--- config.mk ---
export PLATFORM = sky130hd
export DESIGN_NAME = vga_bounce_box_gen_flat
export DESIGN_NICKNAME = d
export VERILOG_FILES = /design/src/rtl/vga_pkg.sv /design/src/rtl/vga_bounce_box_gen_if.sv /design/src/rtl/bounce_axis.sv /design/src/rtl/vga_bounce_box_gen.sv /design/src/flat_wrapper.sv
export SDC_FILE = /design/constraint.sdc
export NUM_CORES = 1
export LEC_CHECK = 0
export ABC_CLOCK_PERIOD_IN_PS = 3600
export BUFFER_PORTS_ARGS = -buffer_cell sky130_fd_sc_hd__buf_2
export CELL_PAD_IN_SITES_DETAIL_PLACEMENT = 1
export CELL_PAD_IN_SITES_GLOBAL_PLACEMENT = 2
export CORE_MARGIN = 1.5
export CORE_UTILIZATION = 36
export DETAILED_ROUTE_END_ITERATION = 16
export GPL_TIMING_DRIVEN = 0
export PLACE_DENSITY = 0.86
export SLEW_MARGIN = 25
export SYNTH_ARGS = -nofsm -noshare
export SYNTH_HDL_FRONTEND = slang
export SYNTH_HIERARCHICAL = 1
export SYNTH_SLANG_ARGS = --single-unit
--- constraint.sdc ---
create_clock -name board_clock -period 3.6 [get_ports board_clock]
set_clock_uncertainty 0.15 [all_clocks]
set_input_delay 0 -clock board_clock [delete_from_list [all_inputs] [get_ports board_clock]]
set_output_delay 0 -clock board_clock [all_outputs]
set_load 0.01 [all_outputs]
--- src/rtl/vga_pkg.sv ---
// Shared VGA constants and colour types for the pixel-source stages.
// The palette order sets the colour sequence the bouncing box steps through.
package vga_pkg;

    localparam int H_ACTIVE = 640;
    localparam int V_ACTIVE = 480;

    typedef logic [23:0] rgb_t;

    typedef enum logic {
        DIR_FWD = 1'b0,
        DIR_REV = 1'b1
    } dir_e;

    localparam rgb_t PALETTE [8] = '{
        24'hFF0000, 24'h00FF00, 24'h0000FF, 24'hFFFF00,
        24'hFF00FF, 24'h00FFFF, 24'hFFFFFF, 24'hFF8000
    };

    function automatic rgb_t paletteLookup(input logic [2:0] idx);
        return PALETTE[idx];
    endfunction

endpackage

--- src/rtl/vga_bounce_box_gen_if.sv ---
// Pixel-source bus between the vga timing driver (master) and the box generator (slave).
interface vga_bounce_box_gen_if;

    logic [9:0] x_val;
    logic [9:0] y_val;
    logic       vsync;
    logic       pause;
    logic [7:0] red;
    logic [7:0] green;
    logic [7:0] blue;
    logic       frame_tick;
    logic [7:0] bounce_count;

    modport master (
        output x_val, y_val, vsync, pause,
        input  red, green, blue, frame_tick, bounce_count
    );

    modport slave (
        input  x_val, y_val, vsync, pause,
        output red, green, blue, frame_tick, bounce_count
    );

endinterface

--- src/rtl/bounce_axis.sv ---
// One axis of box motion: position, direction and a same-cycle hit flag.
// Positions are 11 bits so pos + SIZE + SPEED never wraps in the compare.
module bounce_axis
    import vga_pkg::*;
#(
    parameter int LIMIT = 640,
    parameter int SIZE  = 32,
    parameter int SPEED = 2
) (
    input  logic       clk,
    input  logic       rst_n,
    input  logic       i_step,
    output logic [9:0] o_pos,
    output logic       o_hit
);

    localparam logic [10:0] L_LIMIT = 11'(LIMIT);
    localparam logic [10:0] L_SIZE  = 11'(SIZE);
    localparam logic [10:0] L_SPEED = 11'(SPEED);
    localparam logic [10:0] L_MAX   = 11'(LIMIT - SIZE);

    logic [10:0] r_pos;
    dir_e        r_dir;
    logic [10:0] w_next_pos;
    dir_e        w_next_dir;
    logic        w_hit;

    // A hit clamps the box flush against the edge and reverses direction.
    always_comb begin
        w_next_pos = r_pos;
        w_next_dir = r_dir;
        w_hit      = 1'b0;
        if (i_step) begin
            if (r_dir == DIR_FWD) begin
                if (r_pos + L_SIZE + L_SPEED > L_LIMIT) begin
                    w_next_pos = L_MAX;
                    w_next_dir = DIR_REV;
                    w_hit      = 1'b1;
                end else begin
                    w_next_pos = r_pos + L_SPEED;
                end
            end else begin
                if (r_pos < L_SPEED) begin
                    w_next_pos = '0;
                    w_next_dir = DIR_FWD;
                    w_hit      = 1'b1;
                end else begin
                    w_next_pos = r_pos - L_SPEED;
                end
            end
        end
    end

    always_ff @(posedge clk or negedge rst_n) begin
        if (!rst_n) begin
            r_pos <= '0;
            r_dir <= DIR_FWD;
        end else begin
            r_pos <= w_next_pos;
            r_dir <= w_next_dir;
        end
    end

    assign o_pos = r_pos[9:0];
    assign o_hit = w_hit;

endmodule

--- src/rtl/vga_bounce_box_gen.sv ---
// Pixel source: a palette-coloured box bouncing once per frame over a gradient.
// RGB is registered one cycle behind x_val/y_val; the vga driver delays sync to match.
module vga_bounce_box_gen #(
    parameter int   H_ACTIVE  = vga_pkg::H_ACTIVE,
    parameter int   V_ACTIVE  = vga_pkg::V_ACTIVE,
    parameter int   BOX_SIZE  = 32,
    parameter int   SPEED     = 2,
    parameter logic VSYNC_POL = 1'b0
) (
    input  logic                 board_clock,
    input  logic                 rst_n,
    vga_bounce_box_gen_if.slave  bus
);

    import vga_pkg::*;

    logic       r_vsync_d;
    logic       r_frame_tick;
    logic [2:0] r_pal_idx;
    logic [7:0] r_bounce_count;
    rgb_t       r_rgb;

    logic       w_vsync_rise;
    logic       w_step;
    logic       w_hit_x;
    logic       w_hit_y;
    logic [9:0] w_box_x;
    logic [9:0] w_box_y;
    logic [10:0] w_x;
    logic [10:0] w_y;
    logic       w_active;
    logic       w_inside;
    rgb_t       w_rgb;

    assign w_vsync_rise = (bus.vsync == VSYNC_POL) && (r_vsync_d != VSYNC_POL);
    assign w_step       = r_frame_tick && !bus.pause;

    bounce_axis #(.LIMIT(H_ACTIVE), .SIZE(BOX_SIZE), .SPEED(SPEED)) u_axis_x (
        .clk    (board_clock),
        .rst_n  (rst_n),
        .i_step (w_step),
        .o_pos  (w_box_x),
        .o_hit  (w_hit_x)
    );

    bounce_axis #(.LIMIT(V_ACTIVE), .SIZE(BOX_SIZE), .SPEED(SPEED)) u_axis_y (
        .clk    (board_clock),
        .rst_n  (rst_n),
        .i_step (w_step),
        .o_pos  (w_box_y),
        .o_hit  (w_hit_y)
    );

    // A corner hit on both axes still counts as a single bounce.
    always_ff @(posedge board_clock or negedge rst_n) begin
        if (!rst_n) begin
            r_vsync_d      <= ~VSYNC_POL;
            r_frame_tick   <= 1'b0;
            r_pal_idx      <= '0;
            r_bounce_count <= '0;
        end else begin
            r_vsync_d    <= bus.vsync;
            r_frame_tick <= w_vsync_rise;
            if (w_hit_x || w_hit_y) begin
                r_pal_idx      <= r_pal_idx + 3'd1;
                r_bounce_count <= r_bounce_count + 8'd1;
            end
        end
    end

    assign w_x      = {1'b0, bus.x_val};
    assign w_y      = {1'b0, bus.y_val};
    assign w_active = (w_x < 11'(H_ACTIVE)) && (w_y < 11'(V_ACTIVE));
    assign w_inside = w_active
                   && ({1'b0, w_box_x} <= w_x) && (w_x < {1'b0, w_box_x} + 11'(BOX_SIZE))
                   && ({1'b0, w_box_y} <= w_y) && (w_y < {1'b0, w_box_y} + 11'(BOX_SIZE));

    always_comb begin
        w_rgb = '0;
        if (w_inside) begin
            w_rgb = paletteLookup(r_pal_idx);
        end else if (w_active) begin
            w_rgb = {8'h00, bus.y_val[8:1], bus.x_val[9:2]};
        end
    end

    always_ff @(posedge board_clock or negedge rst_n) begin
        if (!rst_n) begin
            r_rgb <= '0;
        end else begin
            r_rgb <= w_rgb;
        end
    end

    assign bus.red          = r_rgb[23:16];
    assign bus.green        = r_rgb[15:8];
    assign bus.blue         = r_rgb[7:0];
    assign bus.frame_tick   = r_frame_tick;
    assign bus.bounce_count = r_bounce_count;

endmodule

--- src/flat_wrapper.sv ---
// flat-port wrapper written by rule: the top's interface ports become plain ports
module vga_bounce_box_gen_flat import vga_pkg::*;
#(
    parameter int   H_ACTIVE  = vga_pkg::H_ACTIVE,
    parameter int   V_ACTIVE  = vga_pkg::V_ACTIVE,
    parameter int   BOX_SIZE  = 32,
    parameter int   SPEED     = 2,
    parameter logic VSYNC_POL = 1'b0
)
  (board_clock, rst_n, bus_x_val, bus_y_val, bus_vsync, bus_pause, bus_red, bus_green, bus_blue, bus_frame_tick, bus_bounce_count);
  vga_bounce_box_gen_if bus_i ();
  input  logic board_clock;
  input  logic rst_n;
  input wire logic [$bits(bus_i.x_val)-1:0] bus_x_val;
  input wire logic [$bits(bus_i.y_val)-1:0] bus_y_val;
  input wire logic [$bits(bus_i.vsync)-1:0] bus_vsync;
  input wire logic [$bits(bus_i.pause)-1:0] bus_pause;
  output wire logic [$bits(bus_i.red)-1:0] bus_red;
  output wire logic [$bits(bus_i.green)-1:0] bus_green;
  output wire logic [$bits(bus_i.blue)-1:0] bus_blue;
  output wire logic [$bits(bus_i.frame_tick)-1:0] bus_frame_tick;
  output wire logic [$bits(bus_i.bounce_count)-1:0] bus_bounce_count;
  assign bus_i.x_val = bus_x_val;
  assign bus_i.y_val = bus_y_val;
  assign bus_i.vsync = bus_vsync;
  assign bus_i.pause = bus_pause;
  assign bus_red = bus_i.red;
  assign bus_green = bus_i.green;
  assign bus_blue = bus_i.blue;
  assign bus_frame_tick = bus_i.frame_tick;
  assign bus_bounce_count = bus_i.bounce_count;
  vga_bounce_box_gen #(.H_ACTIVE(H_ACTIVE), .V_ACTIVE(V_ACTIVE), .BOX_SIZE(BOX_SIZE), .SPEED(SPEED), .VSYNC_POL(VSYNC_POL)) u_core (.board_clock(board_clock), .rst_n(rst_n), .bus(bus_i));
endmodule
Word-level counts from Yosys, hierarchy flattened
Memory sizes are Yosys's and may differ from the RTL's. Index checks and enable logic that the tools add are counted.

Order comparisons: 11. Muxes and demuxes: 22. Bitwise gates (word level): 2. Reductions and logical operators: 9. Add/subtract/negate cells: 12.

Operators with widths (count): 24-bit 2-to-1 mux (3); 11-bit 2-to-1 mux (6); 11-bit by 2-bit adder with 11-bit output (second input constant) (4); 10-bit by 6-bit adder with 11-bit output (second input constant) (2); 11-bit by 6-bit adder with 11-bit output (second input constant) (2); 10-bit by 11-bit < comparator with 1-bit output (2); 11-bit by 2-bit < comparator with 1-bit output (second input constant) (2); 11-bit by 2-bit subtractor with 11-bit output (second input constant) (2); 10-bit less-or-equal comparator (2); 16-bit 2-to-1 mux (1); 1-bit 2-to-1 mux (12); 11-bit by 10-bit > comparator with 1-bit output (second input constant) (1); 11-bit by 9-bit > comparator with 1-bit output (second input constant) (1); 10-bit < comparator (second input constant) (1); 10-bit by 9-bit < comparator with 1-bit output (second input constant) (1); 8-bit by 1-bit adder with 8-bit output (second input constant) (1); 1-bit logical AND (7); 4-bit greater-or-equal comparator (second input constant) (1); 3-bit inverter with 4-bit output (1); 3-bit by 1-bit adder with 3-bit output (second input constant) (1); 1-bit zero test (1); 1-bit logical OR (1); 1-bit inverter (1).

Output and inout bits: 33. Register bits after elaboration: 61. Memories kept: 1. Logic and storage cells: 66. Bits in read-only memories: 192.

Memory list: (no name shown) (depth 8, width 24, rd ports 1, clocked after Yosys merged registers in 0, write ports 0, line vga_pkg.sv:21) `return PALETTE[idx];`.

Logic depth before layout (Yosys ltp)
Word-level depth: 7. Depth in mapped cells: 13. Gate-level depth less buffers: 11.

Modules after synthesis
Netlist, hierarchy kept.

By module, submodules not included: vga_bounce_box_gen (area each 2407.3 um2, seq. area each 752.0 um2, cells an instance 250, times used 1); bounce_axis at u_core.u_axis_x (area each 1179.9 um2, seq. area each 275.3 um2, cells an instance 160, times used 1); bounce_axis at u_core.u_axis_y (area each 1144.8 um2, seq. area each 275.3 um2, cells an instance 141, times used 1).

Worst setup path before layout
OpenSTA, ideal clock, no wires.

Path kind: reg2reg. From: register u_core.u_axis_x.r_pos[2]. To: register u_core.r_bounce_count[6] (netlist: u_core/bus.bounce_count[6]). Slack: 0.498 ns. Period minus slack after synthesis: 3.102 ns. Cell stages (with the launch flop): 14. Buffers on the path: 2. Arrival: 2.826 ns. Path through: dfrtp_1 > clkbuf_1 > inv_1 > ha_1 > or4b_4 > or3_4 > o21ai_4 > nand2_1 > a31oi_1 > or2_2 > clkbuf_1 > and3_1 > nand4_1 > xnor2_1.

Longest elaborated chain between the ends: 7. Elaborated cells on any way between the ends: 9. Classes of those cells: 2 x add/sub; 2 x order compare; 4 x mux; 1 x reduce/logical.

Ends and longest elaborated chain: from (decl) (line bounce_axis.sv:22) `logic [10:0] r_pos;`; from (signal assigned) (line bounce_axis.sv:59) `r_pos <= w_next_pos;`; 11-bit by 6-bit adder with 11-bit output (line bounce_axis.sv:35) `if (r_pos + L_SIZE + L_SPEED > L_LIMIT) begin`; 11-bit by 2-bit adder with 11-bit output (line bounce_axis.sv:35); 11-bit by 10-bit > comparator with 1-bit output (line bounce_axis.sv:35); 1-bit 2-to-1 mux (line bounce_axis.sv:35); 1-bit 2-to-1 mux * (line bounce_axis.sv:34) `if (r_dir == DIR_FWD) begin`; 1-bit 2-to-1 mux * (line bounce_axis.sv:33) `if (i_step) begin`; named net u_core.w_hit_x (line vga_bounce_box_gen.sv:25) `logic w_hit_x;`; 1-bit logical OR * (line vga_bounce_box_gen.sv:64) `if (w_hit_x || w_hit_y) begin`; to (signal assigned) (line vga_bounce_box_gen.sv:66) `r_bounce_count <= r_bounce_count + 8'd1;`; to (decl) (line vga_bounce_box_gen.sv:20) `logic [7:0] r_bounce_count;`.

The timed path passes the listed nets; every way through them passes the cells marked *. A chain may end at the register's enable or synchronous reset.

Worst setup path after layout
Same ends and word-level chain as after synthesis.

==> flow_summary.toml <==
[floorplan]
rows = 41
die_x_um = 118
die_area_um2 = 13800
start_util_pct = 37.2
ios = 57
core_um2 = 12700
die_h_um = 118

[cells_and_area]
diodes = 0
syn2layout_area_growth_pct = 18.1
finalInstanceArea_um2 = 5590
multi_input_area_um2 = 2900
drive_gt1_share_pct = 20.9
nets = 709
fillers = 1566
regArea_um2 = 1300

[synthesis]
synth_cells = 551
mappedNetlistNets = 625
synth_top_area_share_pct = 27.0
synth_area_um2 = 4730
yosys.cell_types.count = 80
yosysTopAreaCell = "dfrtp_1"
synth.top_cells.by_count = "inv_1, dfrtp_1, ha_1"
async_flop_share_pct = 100
synth_seq_cells = 52
synth-edff-count = 0
yosysSeqAreaShare_pct = 27.5
synth_warnings = 6
synthTopCellsByArea = "dfrtp_1, ha_1, buf_4"
avgSynthCellArea_um2 = 8.59
synth_flop_cell = "dfrtp_1"
yosys.cell_count.top_type = "inv_1"

[timing]
setup_violations = 0
rsz0062_at_grt = "false"
slew_violations = 0
fmax_mhz = 289
tightest_slew_ns = 0.712
timing.hold.ws_ns = 0.0695
hold_viol_final = 0
fin_ws_ns = 0.141
finalCritPeriodShare_pct = 96.1
period_needed_ns = 3.46
max_slew_margin_pct = 52.5

[clock_network]
root_buffer = "clkbuf_16"
cts.sinks = 52
clk_path_buf_depth = 2
cts_tree = "yes"
cts_made_buffers = 5
path_clk_slew_ns = 0.08
htreeDepth = 2
worstSkewPairLatency_ns = 0.31

[detailed_routing]
drc = 0
via_per_inst = 5.38
dr.first_iter.drc_count = 271
wl_per_cell_um = 16.4
ant_nets = 0
wl_um = 13200
via_count = 4350
first_pass_iters = 5

[global_route]
grt_pass1_vias = 4594
grt_max_degree = 53
grtUsageTotal_pct = 19.6
grt_antenna_before_repair = 0
grt_pass1_wl_um = 22500
grt.overflow.total = 0

[pwr]
swShare_pct = 46.3
power_mw = 3.51
powerDensity_nw_per_um2 = 628
p_leak_nw = 2.77
p_clk_share_pct = 14.1
power_frac_seq_pct = 26.1
internal-power_mw = 1.89
peakVddDrop_mv = 0.216
p_switching_mw = 1.62
comb_power_share_pct = 59.8

[placed_design]
place_ws_ns = -0.0920
gp_congestion = 0.846
portBuffers = 56
dp_hpwl_um = 10100
placed_cell_area_um2 = 5230

[worst_setup_path]
cp_max_fo = 7
cp-start-kind = "flip-flop"
crit_path_end_kind = "flip-flop"
rrSetupSlack_ns = 0.14
cp_slowest_stage_delay_ns = 0.52
path_cells = "clkbuf_1 > inv_1 > ha_1 > or4_1 > a211oi_1 > a32o_2 > a31oi_1 > or2_2 > and3_1 > nand4_1 > xnor2_1"
cp_num_buf_inv = 2
cp_data_arrival_time_ns = 3.53
crit_family = "simple AND/OR/NAND/NOR gates"
crit_type = "flip-flop to flip-flop"
slowest_stage = "or4_1"
crit_required_ns = 3.67

[job]
drv_cap = 0

[worst_hold_path]
hold_path_class = "input pin to flip-flop"

[status]
status = "finished clean"
registers in the layout, indices dropped and copies added, names as in the netlist:
register and count:
u_core/bus.bounce_count 8, u_core/bus.frame_tick 1, u_core/r_pal_idx 3, u_core/r_rgb 17, u_core/r_vsync_d 1, u_core/u_axis_x/r_dir 1
u_core/u_axis_x/r_pos 10, u_core/u_axis_y/r_dir 1, u_core/u_axis_y/r_pos 10
power by group through the flow:
stage          sequential (mW)  combinational [mW]  clock (mW)
4_1_cts                  0.915                2.07       0.518
2_1_floorplan            0.898                1.51           0
3_5_place_dp             0.925                2.04           0
5_1_grt                  0.944                2.33       0.539
6_report                 0.917                2.10       0.494
3_3_place_gp             0.915                1.96           0
cell families (layout without fill, tap and decap cells):
| group | count (synthesis) | count (layout) | synth area share [%] |
|---|---|---|---|
| and+or+nand+nor | 165 | 165 | 19.9 |
| AOI/OAI and AO/OA | 146 | 146 | 22.6 |
| buffers and inverters | 108 | 193 | 11.2 |
| DFF | 52 | 52 | 27.5 |
| adders and majority gates | 50 | 50 | 13.2 |
| xor gates and xnor gates | 21 | 21 | 3.89 |
| muxes | 7 | 7 | 1.51 |
| other | 2 | 2 | 0.159 |
per-layer routing:
layer / part of all wire [%] / global-route usage, % / wire length (µm)
met5: 0 / 0 / 0
met4: 1.1 / 5.03 / 140
met3: 2.9 / 2.66 / 390
met2: 51 / 36.1 / 6750
met1: 45 / 24.1 / 5960
repair_timing:
| action | 4_1_cts | 5_1_grt |
|---|---|---|
| hold endpoints to repair | 69 | 0 |
| gates resized for setup | 0 | 1 |
| hold buffers | 18 | 0 |
| pin swaps | 0 | 1 |
| endpoints found under the setup margin | 4 | 4 |
| buffers inserted | 0 | 4 |
| gates cloned | 0 | 0 |
cell usage in the layout (no fill, tap or decap), drive strengths merged, types with 10 or more instances in the layout:
master / netlist / routed
ha: 50 / 50
dlygate4sd3: 0 / 18
nand4: 11 / 11
xnor2: 12 / 12
nor3: 14 / 14
buf: 38 / 98
clkbuf: 17 / 21
dfrtp: 51 / 51
a21o: 19 / 19
a31oi: 10 / 10
nand3: 17 / 17
inv: 52 / 52
nor2: 30 / 30
o21ai: 25 / 25
a21oi: 26 / 26
nand2: 40 / 40
worst paths after layout:
kind	from	cells past startpoint	endpoint
min in group asynchronous	rst_n	2	u_core/bus.bounce_count[3]
hold reg to reg	u_core/bus.bounce_count[7]	1	u_core/bus.bounce_count[7]
max in group asynchronous	rst_n	2	u_core/u_axis_y/r_pos[10]
setup / recovery	u_core/u_axis_x/r_pos[2]	11	u_core/bus.bounce_count[6]
setup reg to reg	u_core/u_axis_x/r_pos[2]	11	u_core/bus.bounce_count[6]
hold / removal	bus_y_val[9]	5	u_core/r_rgb[15]
metrics by stage:
stage | TNS [ns] | instances | util, %
2_1_floorplan | 0 | 551 | -
6_report | 0 | 808 | 43.9
5_1_grt | 0 | 808 | 43.9
3_5_place_dp | -0.210 | 779 | 41.1
3_3_place_gp | -0.0142 | 779 | 41.1
4_1_cts | 0 | 804 | 43.7
worst register-to-register path, cell delays in order (launching register included):
cell	delay (ns)
dfrtp_1	0.38
clkbuf_1	0.32
inv_1	0.11
ha_1	0.33
or4_1	0.52
a211oi_1	0.29
a32o_2	0.27
a31oi_1	0.16
or2_2	0.39
and3_1	0.23
nand4_1	0.11
xnor2_1	0.13
layout make-up:
type | count | area share, %
timing repair buffer | 78 | 8.82
tap | 172 | 3.85
clock inverter | 3 | 0.426
inverter | 53 | 3.56
buffer | 54 | 5.89
clock buffer | 5 | 2.24
multi-input combinational | 391 | 51.9
sequential | 52 | 23.3
Power figures use the tool's default switching activity.
